$ cat src/rtl/ds1302_pkg.sv
// Shared constants for the DS1302 3-wire read/write engines.
package ds1302_pkg;

  // Bits per command byte and per data byte.
  localparam int NBITS = 8;

  // Engine state encoding.
  localparam logic [2:0] ST_IDLE      = 3'd0;
  localparam logic [2:0] ST_START     = 3'd1;
  localparam logic [2:0] ST_SEND_CMD  = 3'd2;
  localparam logic [2:0] ST_RECV_DATA = 3'd3;
  localparam logic [2:0] ST_STOP      = 3'd4;

  // DS1302 register command bytes (bit0 = 1 selects a read).
  localparam logic [7:0] SEC_RD = 8'h81;
  localparam logic [7:0] MIN_RD = 8'h83;
  localparam logic [7:0] HR_RD  = 8'h85;
  localparam logic [7:0] WP_WR  = 8'h8E;

endpackage

$ cat src/rtl/sclk_edge_detect.sv
// Single-clk rise/fall strobes for the slow DS1302 serial clock.
// Shared by the read and write engines.
module sclk_edge_detect (
  input  logic clk,
  input  logic rst,
  input  logic sclk,
  output logic rise,
  output logic fall
);

  logic sclk_d;

  // One-clk delayed copy of sclk for edge comparison.
  always_ff @(posedge clk) begin
    if (rst) sclk_d <= 1'b0;
    else     sclk_d <= sclk;
  end

  assign rise = sclk & ~sclk_d;
  assign fall = ~sclk & sclk_d;

endmodule

$ cat src/rtl/ds1302_read.sv
// Single-byte DS1302 register read over the 3-wire bus.
//
//   state      | meaning
//   -----------+-----------------------------------------------------
//   IDLE       | bus idle, waiting for en; loads the command byte
//   START      | raise ce, take the IO pin, present command bit0
//   SEND_CMD   | new command bit on each sclk fall; release pin on 8th
//   RECV_DATA  | sample IO pin on each sclk rise, LSB first
//   STOP       | ce low, done pulse ends, return to IDLE
import ds1302_pkg::*;

module ds1302_read #(
  parameter int NBITS = ds1302_pkg::NBITS
) (
  input  logic             clk,
  input  logic             rst,
  input  logic             en,
  input  logic [NBITS-1:0] addr,
  input  logic             sclk,
  input  logic             dataIn,
  output logic             ce,
  output logic             dataOut,
  output logic             ioDir,
  output logic [NBITS-1:0] dataRead,
  output logic             busy,
  output logic             done
);

  localparam int CNT_W = $clog2(NBITS);
  localparam logic [CNT_W-1:0] LAST_BIT = CNT_W'(NBITS - 1);

  logic [2:0]       state;
  logic [NBITS-1:0] shift_reg;
  logic [CNT_W-1:0] bit_cnt;
  logic             sclk_rise;
  logic             sclk_fall;

  sclk_edge_detect u_edge (
    .clk  (clk),
    .rst  (rst),
    .sclk (sclk),
    .rise (sclk_rise),
    .fall (sclk_fall)
  );

  assign busy = (state != ST_IDLE);

  // Transaction sequencer: command shift-out on falls, data shift-in on rises.
  always_ff @(posedge clk) begin
    if (rst) begin
      state     <= ST_IDLE;
      ce        <= 1'b0;
      dataOut   <= 1'b0;
      ioDir     <= 1'b0;
      dataRead  <= '0;
      done      <= 1'b0;
      bit_cnt   <= '0;
      shift_reg <= '0;
    end else begin
      case (state)
        ST_IDLE: begin
          ce      <= 1'b0;
          ioDir   <= 1'b0;
          done    <= 1'b0;
          bit_cnt <= '0;
          if (en) begin
            shift_reg <= {addr[NBITS-1:1], 1'b1};
            state     <= ST_START;
          end
        end
        ST_START: begin
          ce      <= 1'b1;
          ioDir   <= 1'b1;
          dataOut <= shift_reg[0];
          state   <= ST_SEND_CMD;
        end
        ST_SEND_CMD: begin
          if (sclk_fall) begin
            if (bit_cnt == LAST_BIT) begin
              // Release the pin on the last fall so the DS1302 can drive data bit0.
              ioDir     <= 1'b0;
              bit_cnt   <= '0;
              shift_reg <= '0;
              state     <= ST_RECV_DATA;
            end else begin
              shift_reg <= shift_reg >> 1;
              dataOut   <= shift_reg[1];
              bit_cnt   <= bit_cnt + 1'b1;
            end
          end
        end
        ST_RECV_DATA: begin
          if (sclk_rise) begin
            shift_reg <= {dataIn, shift_reg[NBITS-1:1]};
            bit_cnt   <= bit_cnt + 1'b1;
            if (bit_cnt == LAST_BIT) begin
              dataRead <= {dataIn, shift_reg[NBITS-1:1]};
              ce       <= 1'b0;
              done     <= 1'b1;
              state    <= ST_STOP;
            end
          end
        end
        ST_STOP: begin
          ce    <= 1'b0;
          ioDir <= 1'b0;
          done  <= 1'b0;
          state <= ST_IDLE;
        end
        default: state <= ST_IDLE;
      endcase
    end
  end

endmodule

$ cat config.mk
export PLATFORM = sky130hd
export DESIGN_NAME = ds1302_read
export DESIGN_NICKNAME = d
export VERILOG_FILES = /design/src/rtl/ds1302_pkg.sv /design/src/rtl/sclk_edge_detect.sv /design/src/rtl/ds1302_read.sv
export SDC_FILE = /design/constraint.sdc
export NUM_CORES = 1
export LEC_CHECK = 0
export ABC_AREA = 1
export ABC_CLOCK_PERIOD_IN_PS = 1700
export BUFFER_PORTS_ARGS = -buffer_cell sky130_fd_sc_hd__buf_2
export CORE_MARGIN = 3
export CORE_UTILIZATION = 49
export CTS_CLUSTER_SIZE = 28
export DETAILED_ROUTE_END_ITERATION = 8
export PLACE_DENSITY = 0.72
export SLEW_MARGIN = 5
export SYNTH_ARGS = -nofsm -noshare
export SYNTH_HDL_FRONTEND = slang
export SYNTH_SLANG_ARGS = --single-unit
$ cat constraint.sdc
create_clock -name clk -period 1.7 [get_ports clk]
set_input_delay 0 -clock clk [delete_from_list [all_inputs] [get_ports clk]]
set_output_delay 0 -clock clk [all_outputs]
set_load 0.05 [all_outputs]
==> impl_metrics.toml, run 1 <==
[clocking]
clk_pin_slew_ps = 160
cts_root_buf = "clkbuf_4"
htreeDepth = 1
cts_resized = 0
cts_tree = "yes"
clock_latency_ps = 330
cts.sinks = 27
cts_made_buffers = 3
cts_buffer_depth = 2

[drt]
num_vias = 1284
drtAntennaViolNets = 0
firstDrtPassIters = 6
routed_wirelength_mm = 2.89
drt-wirelength-per-cell_microns = 11.0
drt_iter0_drc = 47
vias_per_cell = 4.88
drc = 0

[finish]
diodes = 0
syn2layout_area_growth_pct = 20.4
fin_util = 0.637
nets = 250
finalInstanceArea_sq_mm = 0.00162
drive_gt1_frac = 0.189

[global_route]
grt_max_degree = 20
overflow = 0
grt_pass1_vias = 1235
gr-usage-all-layers = 0.188
antenna_found_initial = 0
grt_pass1_wl_mm = 5.11

[floorplan]
die_x_microns = 58.4
io_pins = 26
rows = 18
coreArea_sq_mm = 0.00254
die_h_microns = 58.4
start_util = 0.529
die_area_sq_mm = 0.00341

[synth]
synthArstFlopShare = 0
synth_common_cells = "nand2_1 (69), dfxtp_1 (27), nor2_1 (26), inv_1 (21)"
synth_most_common_cell = "nand2_1"
synth.area.top_cells = "dfxtp_1 (40%), nand2_1 (19%), nor2_1 (7.2%)"
netlist_area_sq_mm = 0.00135
yosys.cell_types.count = 23
ys.flop_type = "dfxtp_1"
synth_edf_count = 0
synth_top_cell_area_share = 0.401
synth_seq_area_share = 0.401
yosys_warnings = 0
synth_fp_nets = 213
yosys.area.top_type = "dfxtp_1"
postSynthAreaPerCell_sq_um = 6.83
ys_ff_latch = 27
syn_inst = 197

[worst_setup_path]
cp-start-kind = "register"
crit_path_end_kind = "register"
arrival_ps = 1810
cp.required_ps = 1980
r2r-start = "bit_cnt[0]$_SDFFE_PP0P_"
critPathLaunch = "bit_cnt[0]$_SDFFE_PP0P_"
worstPathMaxFanout = 9
reg2reg_to = "dataRead[4]$_SDFFE_PP0P_"
crit_type = "reg -> reg"
reg2reg_depth = 7
reg2reg_slack_ps = 170
endpoint = "dataRead[4]$_SDFFE_PP0P_"

[timing]
fin_skew_ps = 12.0
rsz0062_at_grt = "no"
hold_violations = 1
period_share = 0.902
clock.fmax_mhz = 652
layout_min_cycle_time_ps = 1530
drv_slew = 0
whs_ps = -5.06
tns_ps = 0
setup_viol = 0
worstMarginPinSlew_ps = 483
slew_headroom = 0.676

[placement]
placed_cell_area_sq_mm = 0.00147
dp_hpwl_mm = 2.08
io_buffers = 24
gp_congestion = 0.859

[power]
switchingPower_mw = 1.21
power.share.switching = 0.483
p_total_mw = 2.50
vdd_drop_max_mv = 1.02
power.internal_mw = 1.29
pwr-share-seq = 0.365
p_leak_nw = 0.862
combPwrFrac = 0.520
clkPwrFrac = 0.115
p_per_area_mw_per_mm2 = 1540

[worst_hold_path]
hold_class = "in -> reg"

[run_status]
status = "finished, violations left"
violations = "negative hold slack"

[run]
drv_cap = 0
[logic make-up after synthesis]
logic type,Yosys count,share of synthesized area
adders and majority gates,3,0.0279
buffers and inverters,28,0.0957
DFF,27,0.401
and+or+nand+nor,110,0.362
AOI/OAI and AO/OA,29,0.112
[through the flow]
stage | hold slack [ps] | std cells | setup slack, ps
floorplan | 136 | 197 | 305
global placement | 245 | 247 | 174
detailed placement | 277 | 247 | 91.9
CTS | 3.05 | 260 | 77.2
global route | 24.2 | 263 | 1.49
finish | -5.06 | 263 | 166
[metal layers]
layer	track usage	wire, microns	part of all wire
met1	0.216	1270	0.44
met2	0.357	1460	0.51
met3	0.0219	129	0.045
met4	0.0596	29	0.010
met5	0	0	0
[critical path, stage by stage (launching register included)]
cell     delay [ps]
dfxtp_1         390
ha_1            180
ha_1            170
nand3_1         200
nor2_8          200
buf_12          130
o21ai_0          80
a21oi_1         140
[worst min-delay path by stage]
| stage | startpoint | end | slack (ps) | cells past startpoint |
|---|---|---|---|---|
| CTS | addr[2] | shift_reg[2]$_SDFFE_PP0P_ | 3 | 5 |
| global route | addr[2] | shift_reg[2]$_SDFFE_PP0P_ | 20 | 5 |
| finish | addr[2] | shift_reg[2]$_SDFFE_PP0P_ | -5 | 5 |
| global placement | sclk | u_edge.sclk_d$_SDFF_PP0_ | 250 | 3 |
| detailed placement | sclk | u_edge.sclk_d$_SDFF_PP0_ | 280 | 3 |
| floorplan | sclk | u_edge.sclk_d$_SDFF_PP0_ | 140 | 2 |
[power groups by stage]
| stage | clock, mW | sequential, mW | combinational (mW) |
|---|---|---|---|
| after global placement | 0 | 0.919 | 1.25 |
| after global routing | 0.318 | 0.930 | 1.50 |
| after floorplan | 0 | 0.980 | 1.02 |
| after CTS | 0.295 | 0.911 | 1.30 |
| after detailed placement | 0 | 0.925 | 1.28 |
| final | 0.287 | 0.912 | 1.30 |
[what timing repair did]
item | in CTS | in global routing
setup endpoints to repair | 0 | 1
hold buffers | 9 | 0
buffers inserted | 0 | 3
hold endpoints to repair | 14 | 0
[layout by cell type (no fill, tap or decap), drive strengths merged]
| cell type | instances |
|---|---|
| buf | 27 |
| clkinvlp | 1 |
| ha | 3 |
| o21bai | 1 |
| dfxtp | 27 |
| o21ai | 14 |
| dlygate4sd3 | 9 |
| nand2 | 73 |
| nor2 | 30 |
| a32oi | 1 |
| a21oi | 13 |
| nand3 | 7 |
| clkinv | 1 |
| clkbuf | 3 |
| inv | 23 |
[final cells by class]
cell class,instances,area (sq um)
fillers,248,925
multi-input cells,142,677
flip-flops and latches,27,541
repair buffers,36,245
inverters,24,90.1
well taps,30,37.5
clock buffers,3,22.5
clock inverters,1,7.51
(Power assumes the default switching activity.)
==> inputs of run 2 (changes only) <==
- ABC_AREA: 1 -> not set
- PLACE_DENSITY: 0.72 -> 0.73
==> run 2 against run 1 <==
The flow now finishes without violations. Critical path depth is 1 lower. Synthesized area is 6.9% lower. Design area is 5.1% lower. Routed wire length is 6.4% lower. Global-route usage is 0.73 points lower. Sequential share of layout area is 1.8 points higher. Non-clock buffer count is 3 higher. Critical endpoint is now shift_reg[7]$_SDFFE_PP0P_.
==> impl_metrics.toml, run 2 <==
[worst_hold_path]
hold_depth = 3
hold_class = "in -> reg"
hold_path_end = "shift_reg[3]$_SDFFE_PP0P_"
hold_start = "addr[3]"

[worst_setup_path]
cp_top_family = "compound AO/OA/AOI/OAI gates"
crit_path_end_kind = "register"
cp.required_ps = 1940
worstPathMaxFanout = 14
crit_type = "reg -> reg"
reg2reg_slack_ps = 150
reg2reg_depth = 6
slowest_delay_ps = 400
path_cells = "buf_4, nand4bb_1, a31oi_4, buf_12, nor2_1, a311oi_1"
crit_slowest_cell = "dfxtp_1"
crit_buf_inv = 2
cp-start-kind = "register"
arrival_ps = 1800
r2r-start = "state[1]$_SDFFE_PP0P_"
reg2reg_to = "shift_reg[7]$_SDFFE_PP0P_"

[timing]
tns_ps = 0
drv_slew = 0
fin_skew_ps = 12.6
slew_headroom = 0.672
rsz0062_at_grt = "no"
layout_min_cycle_time_ps = 1550
clock.fmax_mhz = 644
worst_slack_ps = 147
whs_ps = 28.2
hold_violations = 0
period_share = 0.913
setup_viol = 0
worstMarginPinSlew_ps = 491

[floorplan]
start_util = 0.541
coreArea_sq_mm = 0.00232
rows = 17
io_pins = 26
die_h_microns = 56.6
die_x_microns = 56.6
die_area_sq_mm = 0.00320

[clocking]
htreeDepth = 1
cts_made_buffers = 3
clk_pin_slew_ps = 160
cts.sinks = 27
cts_root_buf = "clkbuf_4"
cts_tree = "yes"
clock_latency_ps = 330
cts_buffer_depth = 2

[placement]
dp_hpwl_mm = 1.88
dpl_worst_slack_ps = 122
io_buffers = 24
gp_congestion = 0.759

[synth]
postSynthAreaPerCell_sq_um = 9.29
yosys_warnings = 0
yosys.area.top_type = "dfxtp_1"
yosys.cell_types.count = 30
syn_inst = 135
synth_edf_count = 0
ys_ff_latch = 27
synth_fp_nets = 151
netlist_area_sq_mm = 0.00125
synth_seq_area_share = 0.431
synth_top_cell_area_share = 0.431
ys.flop_type = "dfxtp_1"
synth_common_cells = "dfxtp_1 (27), nor2_1 (21), mux2i_1 (12), a211oi_1 (8)"
synth.area.top_cells = "dfxtp_1 (43%), mux2i_1 (9.6%), nor2_1 (6.3%)"
synth_most_common_cell = "dfxtp_1"
synthArstFlopShare = 0

[power]
p_leak_nw = 0.648
power.share.switching = 0.298
pwr-share-seq = 0.563
vdd_drop_max_mv = 0.608
p_per_area_mw_per_mm2 = 804
clkPwrFrac = 0.237
combPwrFrac = 0.200
p_total_mw = 1.24
switchingPower_mw = 0.368
power.internal_mw = 0.868

[finish]
nets = 188
final_cell_mix = "dfxtp_1 (27), buf_2 (24), nor2_1 (21)"
syn2layout_area_growth_pct = 22.7
fin_util = 0.663
diodes = 0
mostFrequentLayoutCell = "dfxtp_1"
drive_gt1_frac = 0.257

[global_route]
grt_pass1_wl_mm = 4.80
grt_pass1_vias = 1061
antenna_found_initial = 0
overflow = 0
gr-usage-all-layers = 0.181
grt_max_degree = 31

[drt]
drc = 0
drtAntennaViolNets = 0
routed_wirelength_mm = 2.70
firstDrtPassIters = 4
vias_per_cell = 5.58
num_vias = 1111
drt_iter0_drc = 27
drt-wirelength-per-cell_microns = 13.6

[run_status]
status = "finished, final reports clean"

[run]
drv_cap = 0
## run 2: changes by cell type after synthesis, sizes merged, moves of 8 or more
cell | before | now
o21ai | 14 | 3
a211oi | 0 | 8
nand2 | 73 | 6
nor2 | 30 | 21
inv | 23 | 5
mux2i | 0 | 12
## run 2: metal layers
metal	vias up	wire length, microns	track usage	share of wire
li1	558	-	-	-
met1	510	1250	0.249	0.46
met2	41	1260	0.289	0.47
met3	2	173	0.0322	0.064
met4	0	17	0.0475	0.0063
met5	-	0	0	0
## run 2: worst max-delay path by stage
stage | start | slack [ps] | depth (start not counted) | endpoint
2_1_floorplan | bit_cnt[0]$_SDFFE_PP0P_ | 110 | 6 | dataRead[0]$_SDFFE_PP0P_
3_3_place_gp | state[0]$_SDFFE_PP0P_ | 160 | 4 | shift_reg[0]$_SDFFE_PP0P_
3_5_place_dp | state[0]$_SDFFE_PP0P_ | 120 | 4 | shift_reg[0]$_SDFFE_PP0P_
4_1_cts | state[0]$_SDFFE_PP0P_ | 80 | 4 | shift_reg[0]$_SDFFE_PP0P_
5_1_grt | state[1]$_SDFFE_PP0P_ | 7 | 6 | shift_reg[5]$_SDFFE_PP0P_
6_report | state[1]$_SDFFE_PP0P_ | 150 | 6 | shift_reg[7]$_SDFFE_PP0P_
## run 2: area by class of cell
type                       instances  area [sq um]
fill                             198           781
multi-input combinational         96           661
sequential                        27           541
timing repair buffer              39           253
tap                               28          35.0
clock buffer                       3          22.5
inverter                           5          18.8
clock inverter                     1          7.51
## run 2: kinds of logic (layout without fill, tap and decap cells)
group,count (synthesis),count (layout),synth area share
AND/OR/NAND/NOR,49,49,0.209
AO/OA/AOI/OAI,32,32,0.192
buffers and inverters,12,48,0.0429
flip-flops,27,27,0.431
adder cells (fa/ha/maj),3,3,0.0299
multiplexers,12,12,0.0958
## run 2: worst reg2reg max path, stage by stage (launching register included)
cell,delay [ps]
dfxtp_1,400
buf_4,200
nand4bb_1,170
a31oi_4,270
buf_12,160
nor2_1,40
a311oi_1,230
## run 2: through the flow
stage | cell area, sq um | std cells
after floorplan | 1250 | 135
after global placement | 1460 | 191
after detailed placement | 1460 | 191
after CTS | 1520 | 198
after global routing | 1540 | 199
final | 1540 | 199
## run 2: repair_timing
| action | in CTS | in global routing |
|---|---|---|
| endpoints found under the setup margin | 0 | 4 |
| resized for setup | 0 | 1 |
| hold buffers | 3 | 0 |
| hold endpoints to repair | 3 | 0 |
| setup buffers | 0 | 1 |
## run 2: power groups by stage
stage / clock network, mW / logic [mW] / registers [mW]
global placement: 0 / 0.225 / 0.706
detailed placement: 0 / 0.229 / 0.708
finish: 0.293 / 0.247 / 0.695
global route: 0.327 / 0.272 / 0.701
floorplan: 0 / 0.149 / 0.724
CTS: 0.296 / 0.234 / 0.695
==> inputs of run 3 (changes only) <==
- CORE_MARGIN: 3 -> 5
- GPL_TIMING_DRIVEN: not set -> 1
- SYNTH_HIERARCHICAL: not set -> 1
==> run 3 against run 2 <==
Sequential cell count unchanged. First-iteration DRC count rose by 30%. Die area rose by 11%. Critical path type unchanged.
==> impl_metrics.toml, run 3 <==
[clocking]
cts_tree = "yes"
post_cts_buffers = 0
htreeDepth = 1
cts.sinks = 27
clock_latency_ps = 330
clk_pin_slew_ps = 160
cts_root_buf = "clkbuf_4"
cts_made_buffers = 3
cts_buffer_depth = 2

[power]
pwr-share-seq = 0.576
p_per_area_mw_per_mm2 = 829
switchingPower_mw = 0.361
clkPwrFrac = 0.238
power.internal_mw = 0.850
power.share.switching = 0.298
p_leak_nw = 0.583
combPwrFrac = 0.186
vdd_drop_max_mv = 0.712

[floorplan]
die_h_microns = 59.7
coreArea_sq_mm = 0.00243
rows = 18
start_util = 0.498
io_pins = 26
die_area_sq_mm = 0.00357
die_x_microns = 59.7

[drt]
drc = 0
drtAntennaViolNets = 0
drt-wirelength-per-cell_microns = 14.0
num_vias = 1130
vias_per_cell = 5.59
routed_wirelength_mm = 2.82
drt_iter0_drc = 35
firstDrtPassIters = 4

[run]
drv_cap = 0

[synth]
synth.area.top_cells = "dfxtp_1 (45%), nand2_1 (7.1%), a21oi_1 (5.8%)"
yosys.area.top_type = "dfxtp_1"
synth_most_common_cell = "dfxtp_1"
ys.flop_type = "dfxtp_1"
postSynthAreaPerCell_sq_um = 8.42
synth_common_cells = "dfxtp_1 (27), nand2_1 (23), nor2_1 (15), a21oi_1 (14), a211oi_1 (9)"
yosys_warnings = 6
synth_fp_nets = 160
synth_seq_area_share = 0.446
synthArstFlopShare = 0
synth_top_cell_area_share = 0.446
ys_ff_latch = 27
syn_inst = 144
yosys.cell_types.count = 32
synth_edf_count = 0
netlist_area_sq_mm = 0.00121

[worst_setup_path]
arrival_ps = 1810
cp_top_family = "simple AND/OR/NAND/NOR gates"
crit_type = "reg -> reg"
crit_slowest_cell = "dfxtp_1"
path_cells = "ha_1, ha_2, nand3_1, or2_4, nand2_1, a21oi_1"
cp-start-kind = "register"
slowest_delay_ps = 390
cp.required_ps = 1910
crit_path_end_kind = "register"
crit_buf_inv = 0
worstPathMaxFanout = 9

[finish]
drive_gt1_frac = 0.267
n_fill_cell = 244
final_cell_mix = "dfxtp_1 (26), buf_2 (24), nand2_1 (23)"
mostFrequentLayoutCell = "dfxtp_1"
nets = 189
diodes = 0
syn2layout_area_growth_pct = 20.5

[timing]
clock.fmax_mhz = 622
tns_ps = 0
worstMarginPinSlew_ps = 489
rsz0062_at_grt = "no"
drv_slew = 0
layout_min_cycle_time_ps = 1610
setup_viol = 0
fin_skew_ps = 11.6
hold_violations = 0
whs_ps = 35.0
slew_headroom = 0.674
period_share = 0.946

[global_route]
grt_pass1_wl_mm = 4.83
grt_max_degree = 28
grt_pass1_vias = 1105
gr-usage-all-layers = 0.172
met1_usage = 0.226
grtUsageMet2 = 0.279
use_met3 = 0.0367
overflow = 0
busiest_layer = "met2"
antenna_found_initial = 0

[placement]
gp_congestion = 0.858
dp_hpwl_mm = 2.03
io_buffers = 24

[worst_hold_path]
hold_class = "in -> reg"

[run_status]
status = "finished, final reports clean"
run 3: changes by cell type in the layout (fill, tap and decap cells not counted), sizes merged, moves of 5 or more:
cell    change
a21oi       +9
buf         -5
mux2i      -10
nand2      +17
nand2b      -5
nor2        -5
o21ai       +5
run 3: power by group through the flow:
stage	clock [mW]	sequential, mW	combinational [mW]
2_1_floorplan	0	0.723	0.137
3_3_place_gp	0	0.708	0.213
3_5_place_dp	0	0.710	0.219
4_1_cts	0.295	0.696	0.224
5_1_grt	0.318	0.702	0.248
6_report	0.288	0.698	0.226
run 3: cells by family after synthesis:
group	after synthesis	synth area share
compound gates	42	0.225
fa+ha+maj	3	0.0310
flops	27	0.446
buf+inv	11	0.0402
simple gates	59	0.241
mux	2	0.0165
run 3: what timing repair did:
action / in CTS / in global routing
hold endpoints to repair: 2 / 0
endpoints found under the setup margin: 0 / 9
gates resized for setup: 0 / 6
hold buffers: 2 / 0
run 3: tightest hold or removal path: cells and delay by family:
kind | cells | cell delay (ps)
buffers and inverters | 1 | 90
AOI/OAI and AO/OA | 2 | 240
run 3: cell type report:
cell class | count | area, sq um | share of cell area
Clock buffer | 3 | 22.5 | 0.0154
Multi-Input combinational cell | 106 | 639 | 0.438
Timing Repair Buffer | 33 | 205 | 0.140
Tap cell | 30 | 37.5 | 0.0257
Inverter | 2 | 7.51 | 0.00514
Clock inverter | 1 | 7.51 | 0.00514
Sequential cell | 27 | 542 | 0.371
run 3: per-stage QoR:
step | utilization | setup WS, ps | std cells | cell area (sq um) | power [mW]
6_report | 0.601 | 92.1 | 202 | 1460 | 1.21
5_1_grt | 0.601 | 5.60 | 202 | 1460 | 1.27
4_1_cts | 0.594 | 3.15 | 202 | 1440 | 1.21
3_5_place_dp | 0.573 | 43.4 | 196 | 1390 | 0.928
3_3_place_gp | 0.573 | 126 | 196 | 1390 | 0.922
2_1_floorplan | - | 216 | 144 | 1210 | 0.859
run 3: metal layers:
metal	vias to the layer above	wire (microns)	part of all wire
li1	562	-	-
met1	540	1300	0.46
met2	24	1370	0.49
met3	4	119	0.042
met4	0	30	0.011
met5	-	0	0
run 3: worst paths after layout:
path	slack (ps)	cells past startpoint	endpoint	from
setup reg to reg	90	6	dataRead[3]$_SDFFE_PP0P_	bit_cnt[0]$_SDFFE_PP0P_
hold reg to reg	460	2	dataRead[6]$_SDFFE_PP0P_	dataRead[6]$_SDFFE_PP0P_
setup / recovery	90	6	dataRead[3]$_SDFFE_PP0P_	bit_cnt[0]$_SDFFE_PP0P_
hold / removal	30	3	shift_reg[5]$_SDFFE_PP0P_	addr[5]
